**config.mk**
```make
export PLATFORM = sky130hd
export DESIGN_NAME = seq_detector_param
export DESIGN_NICKNAME = d
export VERILOG_FILES = /design/src/rtl/seq_detector_param.sv
export SDC_FILE = /design/constraint.sdc
export NUM_CORES = 1
export LEC_CHECK = 0
export BUFFER_PORTS_ARGS = -buffer_cell sky130_fd_sc_hd__buf_2
export CAP_MARGIN = 0
export CORE_MARGIN = 4
export CORE_UTILIZATION = 37
export DETAILED_ROUTE_END_ITERATION = 10
export PLACE_DENSITY = 0.55
export SLEW_MARGIN = 10
export SYNTH_ARGS = -nofsm -noshare
export SYNTH_HDL_FRONTEND = slang
export SYNTH_SLANG_ARGS = --single-unit
```
**constraint.sdc**
```tcl
create_clock -name clk -period 3.1 [get_ports clk]
set_input_delay 0.31 -clock clk [delete_from_list [all_inputs] [get_ports clk]]
set_output_delay 0.31 -clock clk [all_outputs]
set_load 0.02 [all_outputs]
```
**src/rtl/seq_detector_param.sv**
```systemverilog
// Serial pattern detector with a runtime-loadable pattern, optional overlap,
// and a saturating match counter. The FSM state is the history fill count
// (S0..S(PAT_LEN)). The match is flagged on the edge where the last pattern
// bit is sampled, and y is the registered copy of that flag.
module seq_detector_param #(
    parameter int unsigned        PAT_LEN = 5,        // 2..16
    parameter logic [PAT_LEN-1:0] PATTERN = 5'b11100, // MSB is the first bit received
    parameter bit                 OVERLAP = 1'b1,
    parameter int unsigned        CNT_W   = 8         // 1..32
) (
    input  logic                             clk,
    input  logic                             reset,
    input  logic                             en,
    input  logic                             x,
    input  logic                             ld,
    input  logic [PAT_LEN-1:0]               pat_in,
    input  logic                             clr_cnt,
    output logic                             y,
    output logic [CNT_W-1:0]                 match_cnt,
    output logic                             cnt_sat,
    output logic [$clog2(PAT_LEN+1)-1:0]     fill
);

    localparam int unsigned       FILL_W    = $clog2(PAT_LEN + 1);
    localparam logic [FILL_W-1:0] FILL_FULL = FILL_W'(PAT_LEN);
    localparam logic [CNT_W-1:0]  CNT_MAX   = '1;

    logic [PAT_LEN-1:0] pat_q, pat_d;
    logic [PAT_LEN-1:0] hist_q, hist_d;
    logic [FILL_W-1:0]  fill_q, fill_d;
    logic               y_q, y_d;
    logic [CNT_W-1:0]   cnt_q, cnt_d;

    logic [PAT_LEN-1:0] hist_next;
    logic [FILL_W-1:0]  fill_inc;
    logic               match;

    // Candidate history/fill for a sampled bit, and the match decision.
    always_comb begin
        hist_next = {hist_q[PAT_LEN-2:0], x};
        fill_inc  = (fill_q < FILL_FULL) ? fill_q + FILL_W'(1) : fill_q;
        match     = en && !ld && (fill_inc == FILL_FULL) && (hist_next == pat_q);
    end

    // Next state of pattern, history and fill (the FSM state); ld beats en.
    always_comb begin
        pat_d  = pat_q;
        hist_d = hist_q;
        fill_d = fill_q;
        y_d    = match;
        if (ld) begin
            // The x sample on a load edge is discarded.
            pat_d  = pat_in;
            hist_d = '0;
            fill_d = '0;
            y_d    = 1'b0;
        end else if (en) begin
            if (match && !OVERLAP) begin
                // Non-overlapping: the next match needs PAT_LEN fresh bits.
                hist_d = '0;
                fill_d = '0;
            end else begin
                hist_d = hist_next;
                fill_d = fill_inc;
            end
        end
    end

    // Saturating match counter; clear wins over a simultaneous match.
    always_comb begin
        cnt_d = cnt_q;
        if (clr_cnt) begin
            cnt_d = '0;
        end else if (match && (cnt_q != CNT_MAX)) begin
            cnt_d = cnt_q + CNT_W'(1);
        end
    end

    // State registers with asynchronous active-low reset.
    always_ff @(posedge clk or negedge reset) begin
        if (!reset) begin
            pat_q  <= PATTERN;
            hist_q <= '0;
            fill_q <= '0;
            y_q    <= 1'b0;
            cnt_q  <= '0;
        end else begin
            pat_q  <= pat_d;
            hist_q <= hist_d;
            fill_q <= fill_d;
            y_q    <= y_d;
            cnt_q  <= cnt_d;
        end
    end

    assign y         = y_q;
    assign match_cnt = cnt_q;
    assign cnt_sat   = (cnt_q == CNT_MAX);
    assign fill      = fill_q;

endmodule

```
# Word level (Yosys, flattened, before mapping)
# Index checks and enable logic that the tools add are counted.
op_classes:
  muxes: 8
  n_lt_le_gt_ge: 1
  shifts: 0
  n_eq_ne: 4
  bitwise_logic: 0
  n_reduce_logical: 7
  n_mul: 0
  add_sub_neg: 2
  div: 0
op_table:
  columns: ["op", "n"]
  rows:
  - ["2-to-1 mux 8 bit", 2]
  - ["2-to-1 mux 3 bit", 3]
  - ["adder 8 x 1 -> 8 bit, second input constant", 1]
  - ["== test 8 bit, second input constant", 1]
  - ["2-to-1 mux 4 bit", 2]
  - ["!= test 8 bit, second input constant", 1]
  - ["== test 5 bit", 1]
  - ["logical AND 1 bit", 4]
  - ["nonzero test 2 bit", 2]
  - ["adder 3 x 1 -> 3 bit, second input constant", 1]
  - ["== test 3 bit, second input constant", 1]
  - ["less-than comparator 3 bit, second input constant", 1]
  - ["logical NOT 1 bit", 1]
  - ["2-to-1 mux 1 bit", 1]
totals:
  n_memories: 0
  mem_bits_ro: 0
  latch_bits: 0
  inputBits: 11
  ramBits: 0
  reg_bits: 21
  out_inout_bits: 13
  wordCells: 27

# Longest topological paths before layout
# Gate-level depths: netlist of run 1.
logic_depth:
  word_depth: 8
  ltp_mapped: 6
  ltp_nobuf: 6

# Least setup slack after synthesis of run 1
# No wires, ideal clock.
synth_timing:
  path_type: "register -> register"
  start: "register cnt_q[3] (netlist: match_cnt[3])"
  end: "register cnt_q[5] (netlist: match_cnt[5])"
  t_required_ns: 3.022
  slack_ns: 1.260
  n_path_buf: 0
  period_less_slack_ns: 1.840
  setup_ns: 0.078
  stages_incl_launch_ff: 7
  t_arrival_ns: 1.762
  cell_sequence: "dfrtp_1 -> and2_1 -> and3_1 -> nand3_2 -> inv_1 -> or4_1 -> a21oi_1"
synth_via:
  elab_chain_cells: 3
  word_cells_on_any_way: 6
  classes_between: "1 x add/sub; 1 x eq/ne; 2 x mux; 2 x reduce/logical"
synth_rtl:
  columns: ["item", "line_no", "rtl"]
  rows:
  - ["from (decl)", "32", "logic [CNT_W-1:0] cnt_q, cnt_d;"]
  - ["from (signal assigned)", "92", "cnt_q <= cnt_d;"]
  - ["adder 8 x 1 -> 8 bit / != test 8 bit (equally long branches)", "75, 74", null]
  - ["2-to-1 mux 8 bit / logical AND 1 bit (equally long branches)", "74", "end else if (match && (cnt_q != CNT_MAX)) begin"]
  - ["2-to-1 mux 8 bit / nonzero test 2 bit (equally long branches)", null, null]
# Several ways; a longest one is shown, not always the timed one. The select of a mux whose other input is x is not followed.
# A chain may end at the register's enable or synchronous reset.

# Final worst setup path of run 1
layout_timing:
  start: "register cnt_q[0] (netlist: match_cnt[0])"
  end: "output cnt_sat"
layout_via:
  elab_chain_cells: 1
layout_rtl:
  columns: ["item", "line_no", "rtl"]
  rows:
  - ["== test 8 bit", "98", "assign cnt_sat = (cnt_q == CNT_MAX);"]
  - ["to (decl)", "20", "output logic cnt_sat,"]
# No other way between the ends.

==> results of run 1 <==
==> cells in the final DEF, fill, tap and decap left out, drive strengths merged, types with 4 or more instances in the layout <==
| master | count |
|---|---|
| buf | 23 |
| dfrtp | 18 |
| nor2 | 7 |
| a21oi | 7 |
| nand2 | 6 |
| mux2 | 6 |
| inv | 6 |
| mux2i | 4 |
| clkbuf | 4 |
| nand3 | 4 |
==> final timing paths <==
| path | startpoint | endpoint | slack (ps) |
|---|---|---|---|
| min | pat_in[0] | pat_q[0]$_DFFE_PN0P_ | 230 |
| max | match_cnt[0]$_DFFE_PN0P_ | cnt_sat | 1150 |
| max in group asynchronous | reset | pat_q[4]$_DFFE_PN1P_ | 2270 |
| min in group asynchronous | reset | fill[0]$_DFFE_PN0P_ | 480 |
| max reg2reg | pat_q[2]$_DFFE_PN1P_ | match_cnt[5]$_DFFE_PN0P_ | 1260 |
| min reg2reg | match_cnt[6]$_DFFE_PN0P_ | match_cnt[6]$_DFFE_PN0P_ | 500 |
==> synth_stat cells, types with 2 or more instances <==
cell type	number	area, um^2
a211oi_1	2	15.0
a21oi_1	7	35.0
a311oi_1	2	17.5
and2_1	2	12.5
and3_1	3	18.8
dfrtp_1	18	450
dfstp_2	3	78.8
ha_1	2	25.0
inv_1	5	18.8
mux2_2	6	67.6
mux2i_1	4	40.0
nand2_1	6	22.5
nand2b_1	2	12.5
nand3_1	2	10.0
nand4_1	2	12.5
nor2_1	7	26.3
nor2b_1	2	12.5
o21ai_0	2	10.0
o31ai_1	2	15.0
or2b_1	2	15.0
or3_1	2	12.5
==> state kept, by name, indices dropped and copies added (netlist names) <==
register,cells
pat_q,5
hist_q,4
fill,3
match_cnt,8
y,1
==> power breakdown <==
group / total, mW / internal (mW) / switching, mW
Combinational: 0.0539 / 0.0251 / 0.0288
Sequential: 0.298 / 0.287 / 0.0109
Clock: 0.130 / 0.0501 / 0.0798
==> layer usage <==
metal | track usage, % | routed length, um | up-vias
li1 | - | - | 421
met1 | 16.1 | 1100 | 388
met2 | 18.9 | 998 | 20
met3 | 4.86 | 100 | 2
met4 | 3.31 | 18 | 0
met5 | 0 | 0 | -
==> worst max-delay path, cell delays in order (launching register included) <==
cell	delay [ps]
dfrtp_1	450
ha_1	210
and2_1	200
nand3_2	130
inv_1	170
buf_2	190
==> layout make-up <==
class,count,share of cell area (%)
Timing Repair Buffer,24,9.73
Tap cell,31,3.02
Sequential cell,21,41.1
Inverter,6,1.75
Multi-Input combinational cell,71,42.3
Clock buffer,4,2.04
==> cell families after synthesis <==
kind of cell	synth area share [%]
xor gates and xnor gates	0.790
AOI/OAI and AO/OA	14.1
muxes	9.71
buffers and inverters	3.16
and+or+nand+nor	22.2
adders and majority gates	2.26
DFF	47.7
==> results.py, run 1 <==
metrics = {
    "die": {
        "dieArea_um2": 3940,
        "rows": 19,
        "io-pin-count": 24,
        "core_area_um2": 2810,
        "start_util_pct": 39.5,
        "fp.dieW_um": 62.7,
        "die_height_um": 62.7,
    },
    "synth": {
        "synth_nets": 114,
        "ys_seq_area_share_pct": 47.7,
        "ys_warn_count": 0,
        "netlist_instances": 101,
        "synth.avg_cell_area_um2": 11.0,
        "yosysUniqueCellTypes": 39,
        "synth_ff_type": "dfrtp_1",
        "synth_area_um2": 1110,
        "synth_edf_count": 0,
        "ys_ff_latch": 21,
        "synthArstFlopShare_pct": 100,
    },
    "timing": {
        "slew_headroom_pct": 68.5,
        "min_period_over_period_pct": 63.0,
        "hold_ws_ps": 234,
        "fin_skew_ps": 1.33,
        "hold_violations": 0,
        "setup_slack_ps": 1150,
        "max_freq_mhz": 512,
        "rsz0062_at_grt": "false",
        "min_period_ps": 1950,
        "final_max_slew_viol_count": 0,
        "tns_ps": 0,
        "tightest_slew_ps": 472,
        "setup_viol": 0,
    },
    "cells_and_area": {
        "area.growth.synth_to_final_pct": 16.0,
        "instances_no_fill": 157,
        "drive_gt1_share_pct": 32.5,
        "n_antenna_cell": 0,
        "final_nets": 140,
        "ff_latch_area_um2": 529,
        "final_core_util_pct": 45.9,
        "design_area_um2": 1290,
        "num-fill-cells": 288,
        "multi_input_area_um2": 544,
    },
    "pwr": {
        "total_power_mw": 0.482,
        "leakagePower_nw": 0.595,
        "irDropWorstVdd_mv": 0.245,
        "power_density_nw_per_um2": 375,
    },
    "global_route": {
        "grt_overflow": 0,
        "track_usage_pct": 12.3,
        "grt_pass1_wl_mm": 3.85,
        "grt_max_degree": 22,
        "antenna_found_initial": 0,
        "first_global_vias": 799,
    },
    "cts": {
        "post-cts-setup-buffer-count": 0,
        "numClockSinks": 21,
        "root_buffer": "clkbuf_4",
        "cts_resized": 0,
        "cts_buffers": 3,
        "ctsHoldBuffers": 1,
        "cts_tree": "yes",
        "cts_max_level": 1,
        "cts.path.max_buffers": 2,
        "clk_pin_slew_ps": 110,
        "clock_latency_ps": 300,
    },
    "critical_path": {
        "cp_max_fo": 7,
        "crit_type": "flip-flop to output port",
        "cp_data_arrival_time_ps": 1640,
        "reg2reg_depth": 5,
        "start_kind": "flip-flop",
        "cp-end-kind": "output port",
        "worstPathRequired_ps": 2790,
    },
    "place": {
        "place_inst": 152,
        "routabilityCongestion": 0.827,
        "port_buffers": 23,
        "dp_hpwl_mm": 1.69,
        "dpl_cell_area_um2": 1250,
        "place_ws_ps": 1260,
    },
    "route": {
        "wl_per_cell_um": 14.1,
        "final_antenna_net_count": 0,
        "drt_pass1_iterations": 4,
        "via_per_inst": 5.29,
        "drt-total-wl_mm": 2.22,
        "vias": 831,
        "drc": 0,
        "drtIter0Drc": 18,
    },
    "status": {
        "status": "finished clean",
    },
    "min_path": {
        "hold_depth": 2,
        "hp-class": "input port to flip-flop",
    },
    "job": {
        "maxCapViolCount": 0,
    },
}
Note: power is estimated with default switching activity, not from simulation.
==> inputs of run 2 (changes only) <==
==> constraint.sdc (replaced) <==
create_clock -name clk -period 1.9 [get_ports clk]
set_input_delay 0.19 -clock clk [delete_from_list [all_inputs] [get_ports clk]]
set_output_delay 0.19 -clock clk [all_outputs]
set_load 0.02 [all_outputs]
==> run 2 against run 1 <==
Compared with the run above: die area unchanged; count of clock-buffer cells in the layout down 1; highest routed layer unchanged; via count is 4.3% higher.
==> results.py, run 2 (same netlist as run 1, synthesis figures left out) <==
metrics = {
    "status": {
        "status": "finished clean",
    },
    "min_path": {
        "hp-class": "input port to flip-flop",
    },
    "cts": {
        "clock_latency_ps": 300,
        "root_buffer": "clkbuf_4",
        "cts.path.max_buffers": 2,
        "cts_buffers": 3,
        "cts_max_level": 1,
        "numClockSinks": 21,
        "clk_pin_slew_ps": 120,
        "cts_tree": "yes",
    },
    "timing": {
        "hold_violations": 0,
        "hold_ws_ps": 109,
        "min_period_over_period_pct": 95.4,
        "tightest_slew_ps": 475,
        "fin_skew_ps": 2.13,
        "setup_viol": 0,
        "max_freq_mhz": 552,
        "slew_headroom_pct": 68.3,
        "min_period_ps": 1810,
        "rsz0062_at_grt": "false",
        "tns_ps": 0,
        "final_max_slew_viol_count": 0,
    },
    "critical_path": {
        "cp-end-kind": "flip-flop",
        "r2r_start": "pat_q[3]$_DFFE_PN1P_",
        "endpoint": "match_cnt[5]$_DFFE_PN0P_",
        "cp_max_fo": 8,
        "cp_cell_sequence": "nor2b_1, a2111oi_4, nand3_4, or4_1, a21oi_1",
        "r2r_slack_ps": 90,
        "crit_type": "flip-flop to flip-flop",
        "max_stage_delay_ps": 570,
        "start_kind": "flip-flop",
        "r2r-end": "match_cnt[5]$_DFFE_PN0P_",
        "worstPathRequired_ps": 2140,
        "critPathLaunch": "pat_q[3]$_DFFE_PN1P_",
        "cp_data_arrival_time_ps": 2050,
        "cpMaxStageDelayCell": "dfstp_2",
        "reg2reg_depth": 5,
    },
    "pwr": {
        "leakagePower_nw": 0.630,
        "power_density_nw_per_um2": 593,
        "irDropWorstVdd_mv": 0.463,
        "internal-power_mw": 0.592,
        "comb_power_share_pct": 11.7,
        "power_frac_seq_pct": 60.8,
        "p_sw_mw": 0.206,
        "clockPowerShare_pct": 27.5,
        "p_sw_share_pct": 25.8,
    },
    "job": {
        "maxCapViolCount": 0,
    },
    "cells_and_area": {
        "drive_gt1_share_pct": 38.3,
        "layout_common_cells": "buf_2 (23), dfrtp_1 (18), nor2_1 (7), a21oi_1 (7), buf_4 (7)",
        "ff_latch_area_um2": 529,
        "n_antenna_cell": 0,
        "final_nets": 147,
        "num-fill-cells": 278,
        "multi_input_area_um2": 552,
        "design_area_um2": 1350,
        "final_core_util_pct": 48.0,
        "largest_reg_flops": 8,
        "area.growth.synth_to_final_pct": 21.6,
        "layout_commonest_cell": "buf_2",
    },
    "route": {
        "drt-total-wl_mm": 2.30,
        "drc": 0,
        "drt_pass1_iterations": 3,
        "via_per_inst": 5.29,
        "final_antenna_net_count": 0,
        "vias": 867,
        "wl_per_cell_um": 14.0,
        "drtIter0Drc": 33,
    },
    "global_route": {
        "track_usage_pct": 12.7,
        "grt_max_degree": 22,
        "first_global_vias": 859,
        "grt_overflow": 0,
        "grt_pass1_wl_mm": 4.07,
        "antenna_found_initial": 0,
    },
    "die": {
        "start_util_pct": 39.5,
        "core_area_um2": 2810,
        "io-pin-count": 24,
        "dieArea_um2": 3940,
        "die_height_um": 62.7,
        "fp.dieW_um": 62.7,
        "rows": 19,
    },
    "place": {
        "dp_hpwl_mm": 1.65,
        "dpl_cell_area_um2": 1270,
        "port_buffers": 23,
        "routabilityCongestion": 0.843,
    },
}
run 2: cell types whose count changed in the layout (fill, tap and decap cells not counted), sizes merged:
cell	delta
buf	+7
clkbuf	-1
clkinv	+1
run 2: how the worst min path moves through the flow:
stage / startpoint / slack, ps / end / depth (start not counted)
2_1_floorplan: reset / -110 / fill[0]$_DFFE_PN0P_ / 0
3_3_place_gp: reset / 180 / hist_q[3]$_DFFE_PN0P_ / 1
3_5_place_dp: reset / 180 / hist_q[3]$_DFFE_PN0P_ / 1
4_1_cts: pat_in[0] / 100 / pat_q[0]$_DFFE_PN0P_ / 2
5_1_grt: pat_in[1] / 90 / pat_q[1]$_DFFE_PN0P_ / 2
6_report: pat_in[0] / 110 / pat_q[0]$_DFFE_PN0P_ / 2
run 2: cell type report:
class | count | share of cell area [%]
inverters | 6 | 1.67
flip-flops and latches | 21 | 39.3
well taps | 31 | 2.88
clock inverters | 1 | 0.371
multi-input cells | 71 | 40.9
repair buffers | 31 | 13.2
clock buffers | 3 | 1.67
run 2: per-layer routing:
metal	GRT usage [%]	wire length [um]	vias to the layer above	part of all wire [%]
met2	19.3	988	15	43
met5	0	0	-	0
met4	3.31	17	0	0.74
met1	17.6	1190	419	52
li1	-	-	431	-
met3	3.78	102	2	4.4
run 2: through the flow:
stage               setup slack [ps]  std cells  total power, mW
floorplan                       60.4        101            0.548
global placement                 110        155            0.581
detailed placement              76.7        155            0.584
CTS                             42.1        160            0.805
global route                    2.26        164            0.836
finish                          88.0        164            0.798
run 2: power groups by stage:
stage	clock network [mW]	logic (mW)	registers, mW
global route	0.243	0.105	0.489
floorplan	0	0.0531	0.495
detailed placement	0	0.0897	0.495
global placement	0	0.0879	0.493
finish	0.220	0.0936	0.485
CTS	0.228	0.0917	0.486
run 2: worst max-delay path, delay by kind of cell (launching register included):
| kind | cells | cell delay (ps) |
|---|---|---|
| compound gates | 2 | 460 |
| simple gates | 3 | 720 |
| flops | 1 | 570 |
run 2: what timing repair did:
action	4_1_cts	5_1_grt
setup buffers	0	4
endpoints found under the setup margin	0	2
hold buffers	1	0
gates resized for setup	0	2
hold endpoints to repair	18	0
==> inputs of run 3 (changes only) <==
--- a/config.mk
+++ b/config.mk
@@ -5,12 +5,13 @@
 export SDC_FILE = /design/constraint.sdc
 export NUM_CORES = 1
 export LEC_CHECK = 0
+export ABC_AREA = 1
 export BUFFER_PORTS_ARGS = -buffer_cell sky130_fd_sc_hd__buf_2
 export CAP_MARGIN = 0
 export CORE_MARGIN = 4
 export CORE_UTILIZATION = 37
 export DETAILED_ROUTE_END_ITERATION = 10
-export PLACE_DENSITY = 0.55
+export PLACE_DENSITY = 0.54
 export SLEW_MARGIN = 10
 export SYNTH_ARGS = -nofsm -noshare
 export SYNTH_HDL_FRONTEND = slang
==> run 3 against run 2 <==
Compared with the run above: total power about the same; clock power is essentially flat; critical endpoint is now cnt_sat; highest routed layer unchanged; combinational power grew 9%; clock skew up 5.5 ps; final area increased by 5.5%; wire length grew 7.4%; largest power group unchanged; core utilization is 2.6 points lower; synthesized area increased by 11%; synthesized cell count increased by 52%; register-to-register slack improved by 340 ps.
==> results.py, run 3 <==
metrics = {
    "route": {
        "drt-total-wl_mm": 2.47,
        "via_per_inst": 4.66,
        "drt_pass1_iterations": 4,
        "drtIter0Drc": 56,
        "wl_per_cell_um": 11.0,
        "drc": 0,
        "vias": 1043,
        "final_antenna_net_count": 0,
    },
    "synth": {
        "synthArstFlopShare_pct": 100,
        "yosysMostFrequentCell": "nand2_1",
        "ys_seq_area_share_pct": 43.0,
        "synth_ff_type": "dfrtp_1",
        "synth.area.top_cells": "dfrtp_1 (37%), nand2_1 (13%), inv_1 (6.7%), dfstp_2 (6.4%), nand3_1 (4.9%)",
        "synth.avg_cell_area_um2": 7.99,
        "synth_edf_count": 0,
        "synth_commonest_cells": "nand2_1 (41), inv_1 (22), dfrtp_1 (18)",
        "synth.largest_area_cell": "dfrtp_1",
        "synth_top_area_share_pct": 36.6,
        "ys_warn_count": 0,
        "synth_nets": 167,
        "netlist_instances": 154,
        "ys_ff_latch": 21,
        "yosysUniqueCellTypes": 23,
        "synth_area_um2": 1230,
    },
    "critical_path": {
        "crit_type": "flip-flop to output port",
        "cp-end-kind": "output port",
        "cp_data_arrival_time_ps": 1520,
        "cp_max_fo": 10,
        "start_kind": "flip-flop",
        "worstPathRequired_ps": 1710,
    },
    "global_route": {
        "grt_max_degree": 22,
        "first_global_vias": 1048,
        "track_usage_pct": 13.3,
        "grt_pass1_wl_mm": 4.52,
        "antenna_found_initial": 0,
        "grt_overflow": 0,
    },
    "timing": {
        "fin_skew_ps": 7.59,
        "final_max_slew_viol_count": 0,
        "tightest_slew_ps": 471,
        "setup_viol": 0,
        "hold_violations": 0,
        "slew_headroom_pct": 68.6,
        "tns_ps": 0,
        "rsz0062_at_grt": "false",
        "hold_ws_ps": 81.3,
        "min_period_over_period_pct": 90.2,
        "max_freq_mhz": 583,
        "min_period_ps": 1710,
    },
    "cts": {
        "cts_tree": "yes",
        "clk_pin_slew_ps": 120,
        "root_buffer": "clkbuf_4",
        "numClockSinks": 21,
        "cts.path.max_buffers": 2,
        "cts_buffers": 3,
        "clock_latency_ps": 300,
        "cts_max_level": 1,
    },
    "cells_and_area": {
        "layout_common_cells": "nand2_1 (41), buf_2 (23), inv_1 (22)",
        "final_nets": 194,
        "largest_reg_flops": 8,
        "n_antenna_cell": 0,
        "area.growth.synth_to_final_pct": 15.4,
        "layout_commonest_cell": "nand2_1",
        "design_area_um2": 1420,
        "drive_gt1_share_pct": 27.2,
    },
    "die": {
        "io-pin-count": 24,
        "start_util_pct": 39.4,
        "fp.dieW_um": 65.7,
        "rows": 20,
        "die_height_um": 65.7,
        "dieArea_um2": 4310,
        "core_area_um2": 3130,
    },
    "min_path": {
        "hp-class": "input port to flip-flop",
    },
    "status": {
        "status": "finished clean",
    },
    "place": {
        "routabilityCongestion": 0.780,
        "port_buffers": 23,
        "dp_hpwl_mm": 1.89,
        "dpl_cell_area_um2": 1380,
    },
    "pwr": {
        "irDropWorstVdd_mv": 0.236,
        "power_density_nw_per_um2": 561,
        "leakagePower_nw": 0.801,
        "total_power_mw": 0.798,
    },
    "job": {
        "maxCapViolCount": 0,
    },
}
run 3: logic make-up (layout without fill, tap and decap cells):
kind of cell | count (synthesis) | after routing | share of synthesized area [%]
buf+inv | 29 | 55 | 9.65
fa+ha+maj | 2 | 2 | 2.03
flops | 21 | 21 | 43.0
xor+xnor | 1 | 1 | 0.712
simple gates | 85 | 85 | 37.4
compound gates | 16 | 16 | 7.22
run 3: stage by stage:
step | worst slack [ps] | std cells | utilization (%)
6_report | 186 | 224 | 45.4
5_1_grt | 17.3 | 224 | 45.4
4_1_cts | 155 | 224 | 45.4
3_5_place_dp | 440 | 219 | 44.2
3_3_place_gp | 492 | 219 | 44.2
2_1_floorplan | 504 | 154 | -
run 3: power by group:
group	internal (mW)	switching [mW]
sequential	0.467	0.0124
combinational	0.0335	0.0681
clock	0.0817	0.135
total	0.582	0.216
run 3: worst max-delay path: stages (launching register included):
cell and delay [ps]:
dfrtp_1 430, ha_1 190, nand2_1 110, nor2_4 160, nand2_4 120, inv_1 60
buf_2 150
run 3: per-layer routing:
metal	track usage (%)	vias to the layer above	part of all wire [%]
li1	-	549	-
met1	18.2	468	51
met2	21.2	22	43
met3	2.22	4	5.1
met4	4.66	0	1.3
met5	0	-	0
run 3: layout make-up:
type                       instances  area, um^2
sequential                        21         531
clock buffer                       4        26.3
tap                               44        55.1
timing repair buffer              24         125
fill                             324        1710
inverter                          27         101
multi-input combinational        104         583
run 3: path summary, 6_finish.rpt:
| kind | from | endpoint | slack (ps) | cells after the start |
|---|---|---|---|---|
| max | match_cnt[1]$_DFFE_PN0P_ | cnt_sat | 190 | 6 |
| min | pat_in[0] | pat_q[0]$_DFFE_PN0P_ | 80 | 3 |
| max reg2reg | match_cnt[0]$_DFFE_PN0P_ | match_cnt[0]$_DFFE_PN0P_ | 430 | 7 |
| min reg2reg | pat_q[4]$_DFFE_PN1P_ | pat_q[4]$_DFFE_PN1P_ | 490 | 2 |
| max in group asynchronous | reset | pat_q[3]$_DFFE_PN1P_ | 1190 | 2 |
| min in group asynchronous | reset | fill[0]$_DFFE_PN0P_ | 360 | 2 |
run 3: what timing repair did:
action | 4_1_cts | 5_1_grt
endpoints found under the hold margin | 18 | 0
setup buffers | 0 | 0
setup endpoints to repair | 0 | 1
gates resized for setup | 0 | 1
hold buffers | 1 | 0
